## src/rtl/ps2_keyboard_rx.sv

```systemverilog
// PS/2 keyboard receiver: synchronizes the PS/2 pair, deframes 11-bit frames with
// odd-parity/stop checking and tracks make/break codes into the held key code.
module ps2_keyboard_rx #(
    parameter int TIMEOUT_CYCLES = 50000
) (
    input  logic       clk,
    input  logic       rst,
    input  logic       ps2_clk,
    input  logic       ps2_data,
    output logic [7:0] scan_code,
    output logic       scan_valid,
    output logic       frame_error,
    output logic [7:0] kb_code,
    output logic       key_down
);

    localparam int TW = $clog2(TIMEOUT_CYCLES) + 1;
    localparam logic [TW-1:0] TIMEOUT_LAST = TW'(TIMEOUT_CYCLES - 1);

    localparam logic [7:0] CODE_EXT   = 8'hE0;
    localparam logic [7:0] CODE_BREAK = 8'hF0;

    typedef enum logic [1:0] {
        IDLE   = 2'd0,
        DATA   = 2'd1,
        PARITY = 2'd2,
        STOP   = 2'd3
    } state_t;

    // Synchronizer flops reset to 1 so reset release never looks like a falling edge
    logic clk_s1_reg, clk_s2_reg, clk_prev_reg;
    logic data_s1_reg, data_s2_reg;
    logic fall;

    state_t          state_reg, state_next;
    logic [7:0]      shift_reg, shift_next;
    logic [2:0]      bit_cnt_reg, bit_cnt_next;
    logic            parity_reg, parity_next;
    logic [TW-1:0]   timeout_reg, timeout_next;
    logic [7:0]      scan_code_reg, scan_code_next;
    logic            scan_valid_reg, scan_valid_next;
    logic            frame_error_reg, frame_error_next;
    logic [7:0]      kb_code_reg, kb_code_next;
    logic            key_down_reg, key_down_next;
    logic            break_pending_reg, break_pending_next;

    assign fall = clk_prev_reg & ~clk_s2_reg;

    always_ff @(posedge clk or posedge rst) begin
        if (rst) begin
            clk_s1_reg        <= 1'b1;
            clk_s2_reg        <= 1'b1;
            clk_prev_reg      <= 1'b1;
            data_s1_reg       <= 1'b1;
            data_s2_reg       <= 1'b1;
            state_reg         <= IDLE;
            shift_reg         <= 8'h00;
            bit_cnt_reg       <= 3'd0;
            parity_reg        <= 1'b0;
            timeout_reg       <= '0;
            scan_code_reg     <= 8'h00;
            scan_valid_reg    <= 1'b0;
            frame_error_reg   <= 1'b0;
            kb_code_reg       <= 8'h00;
            key_down_reg      <= 1'b0;
            break_pending_reg <= 1'b0;
        end else begin
            clk_s1_reg        <= ps2_clk;
            clk_s2_reg        <= clk_s1_reg;
            clk_prev_reg      <= clk_s2_reg;
            data_s1_reg       <= ps2_data;
            data_s2_reg       <= data_s1_reg;
            state_reg         <= state_next;
            shift_reg         <= shift_next;
            bit_cnt_reg       <= bit_cnt_next;
            parity_reg        <= parity_next;
            timeout_reg       <= timeout_next;
            scan_code_reg     <= scan_code_next;
            scan_valid_reg    <= scan_valid_next;
            frame_error_reg   <= frame_error_next;
            kb_code_reg       <= kb_code_next;
            key_down_reg      <= key_down_next;
            break_pending_reg <= break_pending_next;
        end
    end

    always_comb begin
        state_next         = state_reg;
        shift_next         = shift_reg;
        bit_cnt_next       = bit_cnt_reg;
        parity_next        = parity_reg;
        timeout_next       = timeout_reg;
        scan_code_next     = scan_code_reg;
        scan_valid_next    = 1'b0;
        frame_error_next   = 1'b0;
        kb_code_next       = kb_code_reg;
        key_down_next      = key_down_reg;
        break_pending_next = break_pending_reg;

        if (state_reg == IDLE || fall) begin
            timeout_next = '0;
        end else begin
            timeout_next = timeout_reg + 1'b1;
        end

        if (fall) begin
            unique case (state_reg)
                IDLE: begin
                    if (!data_s2_reg) begin
                        shift_next   = 8'h00;
                        bit_cnt_next = 3'd0;
                        state_next   = DATA;
                    end
                end
                DATA: begin
                    shift_next   = {data_s2_reg, shift_reg[7:1]};
                    bit_cnt_next = bit_cnt_reg + 3'd1;
                    if (bit_cnt_reg == 3'd7) begin
                        state_next = PARITY;
                    end
                end
                PARITY: begin
                    parity_next = data_s2_reg;
                    state_next  = STOP;
                end
                STOP: begin
                    state_next = IDLE;
                    if (data_s2_reg && ((^shift_reg) ^ parity_reg)) begin
                        scan_code_next  = shift_reg;
                        scan_valid_next = 1'b1;
                        if (shift_reg == CODE_EXT) begin
                            // extended prefix carries no key state of its own
                        end else if (shift_reg == CODE_BREAK) begin
                            break_pending_next = 1'b1;
                        end else if (break_pending_reg) begin
                            break_pending_next = 1'b0;
                            // only releasing the key we are holding clears it
                            if (shift_reg == kb_code_reg) begin
                                kb_code_next  = 8'h00;
                                key_down_next = 1'b0;
                            end
                        end else begin
                            kb_code_next  = shift_reg;
                            key_down_next = 1'b1;
                        end
                    end else begin
                        frame_error_next   = 1'b1;
                        break_pending_next = 1'b0;
                    end
                end
                default: state_next = IDLE;
            endcase
        end else if (state_reg != IDLE && timeout_reg == TIMEOUT_LAST) begin
            state_next         = IDLE;
            frame_error_next   = 1'b1;
            break_pending_next = 1'b0;
        end
    end

    assign scan_code   = scan_code_reg;
    assign scan_valid  = scan_valid_reg;
    assign frame_error = frame_error_reg;
    assign kb_code     = kb_code_reg;
    assign key_down    = key_down_reg;

endmodule
```

## config.mk

```make
export PLATFORM = sky130hd
export DESIGN_NAME = ps2_keyboard_rx
export DESIGN_NICKNAME = d
export VERILOG_FILES = /design/src/rtl/ps2_keyboard_rx.sv
export SDC_FILE = /design/constraint.sdc
export NUM_CORES = 1
export LEC_CHECK = 0
export ABC_CLOCK_PERIOD_IN_PS = 2900
export CAP_MARGIN = 15
export CORE_ASPECT_RATIO = 1.2
export CORE_MARGIN = 8
export CORE_UTILIZATION = 53
export DETAILED_ROUTE_END_ITERATION = 8
export PLACE_DENSITY_LB_ADDON = 0.1
export SETUP_SLACK_MARGIN = 0.2
export SKIP_CTS_REPAIR_TIMING = 1
export SLEW_MARGIN = 10
export SYNTH_ARGS = -nofsm -noshare
export SYNTH_HDL_FRONTEND = slang
export SYNTH_SLANG_ARGS = --single-unit
export TNS_END_PERCENT = 5
```

## constraint.sdc

```tcl
create_clock -name clk -period 2.9 [get_ports clk]
set_input_delay 0.435 -clock clk [delete_from_list [all_inputs] [get_ports clk]]
set_output_delay 0.435 -clock clk [all_outputs]
set_load 0.05 [all_outputs]
```

==> results.py, run 1 <==
metrics = {
    "worst_setup_path": {
        "regToRegStartpoint": "shift_reg[1]",
        "required_ns": 3.10,
        "cp_slowest_cell": "dfrtp_1",
        "cp_cell_sequence": "inv_1 > ha_1 > xnor3_1 > xnor2_2 > nand4_4 > a211o_4 > a22o_1",
        "worstPathMaxFanout": 8,
        "arrival_ns": 2.61,
        "startpoint": "shift_reg[1]",
        "end_kind": "flip-flop",
        "max_stage_delay_ns": 0.45,
        "startpoint_type": "flip-flop",
        "worstSetupPathType": "flip-flop to flip-flop",
    },
    "route": {
        "postRouteAntennaNets": 0,
        "drtIter0Drc": 78,
        "via_per_inst": 5.334,
        "dr.pass1.iters": 4,
        "route.detailed.drc": 0,
        "wirelength_um": 4743,
        "drt-wirelength-per-cell_um": 14.55,
        "vias": 1739,
    },
    "timing": {
        "rsz0062_at_grt": "false",
        "finalHoldViolCount": 0,
        "fin_crit_ns": 2.406,
        "worst_pin_slew_ns": 0.6452,
        "fin_skew_ns": 0.005378,
        "fmax_ghz": 0.4156,
        "maxSlewHeadroom": 0.5659,
        "setup_tns_ns": 0,
        "fin_crit_sh": 0.8298,
        "whs_ns": 0.3596,
        "slew_violations": 0,
        "setup_violations": 0,
    },
    "clock_network": {
        "numCtsBuffers": 5,
        "clk_pin_slew_ns": 0.10,
        "cts_tree": "done",
        "clock_path_buffers": 2,
        "root_buffer": "clkbuf_8",
        "cts_num_sinks": 56,
        "htreeDepth": 2,
        "clk_latency_ns": 0.30,
    },
    "power_and_ir_drop": {
        "combPwrFrac": 0.356,
        "switching_share": 0.3734,
        "power_density_mw_per_mm2": 787.9,
        "p_int_mw": 1.497,
        "p_leak_nw": 1.417,
        "seq_power_share": 0.432,
        "ir_drop_v": 0.0004587,
        "p_clk_frac": 0.212,
        "power.switching_mw": 0.8924,
    },
    "global_route": {
        "grt_pass1_vias": 1779,
        "grt_pass1_wl_um": 8238,
        "grt_use_total": 0.1375,
        "grt_max_degree": 34,
        "grt_remaining_overflow": 0,
        "antenna_found_initial": 0,
    },
    "logic_synthesis": {
        "synth_cell_types": 35,
        "ys_seq_area_frac": 0.5383,
        "synth_edf_count": 0,
        "ys_ff_latch": 56,
        "netlist_instances": 237,
        "yosys_warnings": 0,
        "synthArstFlopShare": 1.000,
        "syn-num-nets": 253,
        "synthesis.area_mm2": 0.002615,
        "synth.avg_cell_area_um2": 11.03,
        "ys.flop_type": "dfrtp_1",
    },
    "layout": {
        "area_growth_pct": 15.98,
        "n_antenna_cell": 0,
        "finalNetCount": 281,
        "final_layout_size_suffix_gt1_frac": 0.1165,
        "largest_register_ffs": 17,
        "fin_util": 0.6273,
    },
    "status": {
        "outcome": "finished, final reports clean",
    },
    "place": {
        "hpwl_um": 3470,
        "gp_congestion": 0.8308,
        "io_buffers": 22,
    },
    "floorplanning": {
        "dieArea_mm2": 0.007447,
        "rows": 28,
        "die_h_um": 92.95,
        "start_util": 0.5409,
        "core_area_mm2": 0.004835,
        "boundaryPins": 23,
        "dieWidth_um": 80.12,
    },
    "worst_hold_path": {
        "hold_path.class": "flip-flop to flip-flop",
        "min_from": "data_s1_reg",
    },
    "job": {
        "max-cap-violations": 0,
    },
}
-- Yosys cell counts, drive strengths merged, types with 5 or more instances --
library cell | count | area, µm²
dfrtp | 51 | 1276
nand2 | 29 | 108.9
nor2 | 20 | 75.07
xor2 | 17 | 148.9
o21ai | 14 | 70.07
ha | 12 | 150.1
inv | 10 | 37.54
mux2 | 9 | 101.4
a22o | 8 | 70.07
nand3 | 8 | 40.04
xnor2 | 8 | 77.58
nand4 | 6 | 52.55
clkbuf | 5 | 18.77
dfstp | 5 | 131.4
-- stage by stage --
stage / instance area [µm²] / setup WS, ns / instances / power, mW
after floorplan: 2615 / 0.6678 / 237 / 1.673
after global placement: 2922 / 0.5498 / 318 / 1.887
after detailed placement: 2922 / 0.4880 / 318 / 1.912
after CTS: 3033 / 0.4741 / 326 / 2.420
after global routing: 3033 / 0.3115 / 326 / 2.537
final: 3033 / 0.4937 / 326 / 2.390
-- power by group through the flow --
stage          logic (mW)  clock network, mW  registers (mW)
2_1_floorplan       0.501                  0            1.17
3_3_place_gp        0.841                  0            1.05
3_5_place_dp        0.863                  0            1.05
4_1_cts             0.865              0.521            1.03
5_1_grt             0.936              0.549            1.05
6_report            0.852              0.505            1.03
-- cells by family after synthesis --
group                      Yosys count  share of synthesized area
AOI/OAI and AO/OA                   31                    0.07991
xor gates and xnor gates            26                    0.09522
adders and majority gates           12                    0.05741
buffers and inverters               16                    0.02297
DFF                                 56                     0.5383
muxes                                9                    0.03876
and+or+nand+nor                     87                     0.1675
-- metal layers --
metal / share of wire / global-route usage
met5: 0 / 0
met4: 0.014 / 0.04559
met3: 0.035 / 0.02616
met2: 0.50 / 0.2323
met1: 0.45 / 0.1702
-- cells in the final DEF (no fill, tap or decap), types with 2 or more instances in the layout --
cell / n
a21oi_1: 3
a22o_1: 8
and2_1: 3
and3_1: 4
and4_1: 2
buf_4: 4
clkbuf_8: 5
clkdlybuf4s50_1: 22
dfrtp_1: 51
dfstp_2: 5
ha_1: 12
inv_1: 9
mux2_2: 9
nand2_1: 29
nand2b_1: 4
nand3_1: 8
nand4_1: 5
nor2_1: 20
nor2b_1: 2
nor3_1: 2
nor4_1: 4
o21ai_0: 14
xnor2_1: 7
xor2_1: 17
-- critical path, delay by kind of cell, from the launching register on --
kind / cells / cell delay (ns)
AOI/OAI and AO/OA: 2 / 0.64
buffers and inverters: 1 / 0.07
adders and majority gates: 1 / 0.27
xor gates and xnor gates: 2 / 0.66
DFF: 1 / 0.45
and+or+nand+nor: 1 / 0.20
-- area by class of cell --
class                      instances  area, µm²
fill                             417       1802
sequential                        56       1408
clock buffer                       5      68.82
multi-input combinational        165       1147
timing repair buffer              26      250.2
clock inverter                     3      42.54
tap                               60      75.07
inverter                          11      41.29
-- path summary, 6_finish.rpt --
kind,to,slack (ns),cells after the start
min in group asynchronous,scan_code[2],0.53,2
max in group asynchronous,bit_cnt_reg[1],1.74,3
worst min-delay path,data_s2_reg,0.36,0
worst min register to register,data_s2_reg,0.36,0
worst max-delay path,kb_code[1],0.49,7
worst max register to register,kb_code[1],0.49,7
Note: power is estimated with default switching activity, not from simulation.
==> run 2, diff against run 1 <==
--- a/config.mk
+++ b/config.mk
@@ -5,7 +5,7 @@
 export SDC_FILE = /design/constraint.sdc
 export NUM_CORES = 1
 export LEC_CHECK = 0
-export ABC_CLOCK_PERIOD_IN_PS = 2900
+export ABC_CLOCK_PERIOD_IN_PS = 2400
 export CAP_MARGIN = 15
 export CORE_ASPECT_RATIO = 1.2
 export CORE_MARGIN = 8
==> constraint.sdc (replaced) <==
create_clock -name clk -period 2.4 [get_ports clk]
set_input_delay 0.36 -clock clk [delete_from_list [all_inputs] [get_ports clk]]
set_output_delay 0.36 -clock clk [all_outputs]
set_load 0.05 [all_outputs]
==> run 2 against run 1 <==
Compared with the run above: worst hold slack worse by 0.030 ns; register-to-register slack worse by 0.25 ns; sequential cell count unchanged; global-route usage up 0.49 points; non-clock buffer count up 10; first-iteration DRC count down 29%; power up 19%; via count up 1.2%; sequential share of layout area down 1.2 points; sequential power up 17%; combinational power up 31%; worst setup slack worse by 0.25 ns; critical endpoint is now kb_code[7].
==> results.py, run 2 (synthesis gave the netlist of run 1 again) <==
metrics = {
    "place": {
        "io_buffers": 22,
        "place_ws_ns": 0.1656,
        "gp_congestion": 0.7923,
        "placed_cell_area_mm2": 0.002994,
        "hpwl_um": 3592,
    },
    "route": {
        "via_per_inst": 5.235,
        "drtIter0Drc": 55,
        "postRouteAntennaNets": 0,
        "vias": 1759,
        "drt-wirelength-per-cell_um": 14.41,
        "wirelength_um": 4843,
        "route.detailed.drc": 0,
        "dr.pass1.iters": 4,
    },
    "worst_setup_path": {
        "cp_slowest_cell": "dfrtp_1",
        "startpoint_type": "flip-flop",
        "max_stage_delay_ns": 0.40,
        "crit_buf_inv": 1,
        "cp_cell_sequence": "inv_2 > ha_4 > xnor3_1 > xnor2_2 > nand4_4 > a211o_4 > a22o_1",
        "end_kind": "flip-flop",
        "required_ns": 2.62,
        "worstSetupPathType": "flip-flop to flip-flop",
        "worstPathMaxFanout": 8,
        "arrival_ns": 2.37,
        "cpLargestDelayFamily": "compound AO/OA/AOI/OAI gates",
    },
    "power_and_ir_drop": {
        "switching_share": 0.3844,
        "power_density_mw_per_mm2": 912.0,
        "combPwrFrac": 0.393,
        "p_int_mw": 1.748,
        "total_power_mw": 2.840,
        "power.switching_mw": 1.092,
        "p_clk_frac": 0.181,
        "ir_drop_v": 0.0005829,
        "seq_power_share": 0.426,
        "p_leak_nw": 1.453,
    },
    "status": {
        "outcome": "finished, final reports clean",
    },
    "worst_hold_path": {
        "hold_path.class": "input pin to async pin",
    },
    "layout": {
        "final_area_mm2": 0.003114,
        "final_layout_size_suffix_gt1_frac": 0.1594,
        "n_antenna_cell": 0,
        "largest_register_ffs": 17,
        "fillers": 405,
        "area_growth_pct": 19.09,
        "multi_input_area_mm2": 0.001160,
        "finalNetCount": 291,
        "final_cell_mix": "dfrtp_1, nand2_1, clkdlybuf4s50_1",
        "layout_commonest_cell": "dfrtp_1",
        "layout.area.seq_mm2": 0.001408,
    },
    "floorplanning": {
        "start_util": 0.5409,
        "core_area_mm2": 0.004835,
        "die_h_um": 92.95,
        "dieWidth_um": 80.12,
        "dieArea_mm2": 0.007447,
        "rows": 28,
        "boundaryPins": 23,
    },
    "global_route": {
        "grt_remaining_overflow": 0,
        "grt_use_total": 0.1424,
        "grt_pass1_vias": 1826,
        "antenna_found_initial": 0,
        "grt_pass1_wl_um": 8342,
        "grt_max_degree": 40,
    },
    "clock_network": {
        "cts_tree": "done",
        "numCtsBuffers": 5,
        "htreeDepth": 2,
        "clk_latency_ns": 0.32,
        "root_buffer": "clkbuf_8",
        "clock_path_buffers": 2,
        "clk_pin_slew_ns": 0.11,
        "cts_num_sinks": 56,
    },
    "timing": {
        "setup_tns_ns": 0,
        "fin_crit_ns": 2.155,
        "timing.final.ws_setup_ns": 0.2448,
        "rsz0062_at_grt": "true",
        "fin_skew_ns": 0.01386,
        "finalHoldViolCount": 0,
        "whs_ns": 0.3300,
        "fmax_ghz": 0.4640,
        "maxSlewHeadroom": 0.5777,
        "slew_violations": 0,
        "setup_violations": 0,
        "fin_crit_sh": 0.8980,
        "worst_pin_slew_ns": 0.6334,
    },
    "job": {
        "max-cap-violations": 0,
    },
}
[run 2: cell count changes in the layout (fill, tap and decap cells not counted), sizes merged]
cell,before,now
clkinvlp,1,2
buf,4,14
bufinv,1,0
[run 2: layer usage]
metal,global-route usage,part of all wire
met5,0,0
met4,0.06839,0.027
met1,0.1633,0.42
met2,0.2404,0.51
met3,0.03488,0.037
[run 2: cell type report]
type                    instances  share of cell area
repair buffers                 36              0.1085
well taps                      60             0.02411
flip-flops and latches         56              0.4520
clock inverters                 3            0.007634
multi-input cells             165              0.3724
clock buffers                   5             0.02210
inverters                      11             0.01326
[run 2: final timing paths]
check	start	end	slack (ns)	depth (start not counted)
worst max-delay path	shift_reg[1]	kb_code[7]	0.24	7
worst min-delay path	rst	kb_code[7]	0.33	2
worst max register to register	shift_reg[1]	kb_code[7]	0.24	7
worst min register to register	data_s1_reg	data_s2_reg	0.36	0
max in group asynchronous	rst	clk_s2_reg	1.46	3
min in group clk	data_s1_reg	data_s2_reg	0.36	0
[run 2: power by group through the flow]
stage | clock network, mW | logic, mW | registers [mW]
4_1_cts | 0.535 | 1.14 | 1.21
3_3_place_gp | 0 | 1.12 | 1.22
5_1_grt | 0.576 | 1.23 | 1.23
3_5_place_dp | 0 | 1.14 | 1.23
2_1_floorplan | 0 | 0.619 | 1.42
6_report | 0.513 | 1.12 | 1.21
[run 2: through the flow]
| stage | util | instances |
|---|---|---|
| floorplan | - | 237 |
| global placement | 0.6193 | 326 |
| detailed placement | 0.6193 | 326 |
| CTS | 0.6385 | 334 |
| global route | 0.6442 | 336 |
| finish | 0.6442 | 336 |
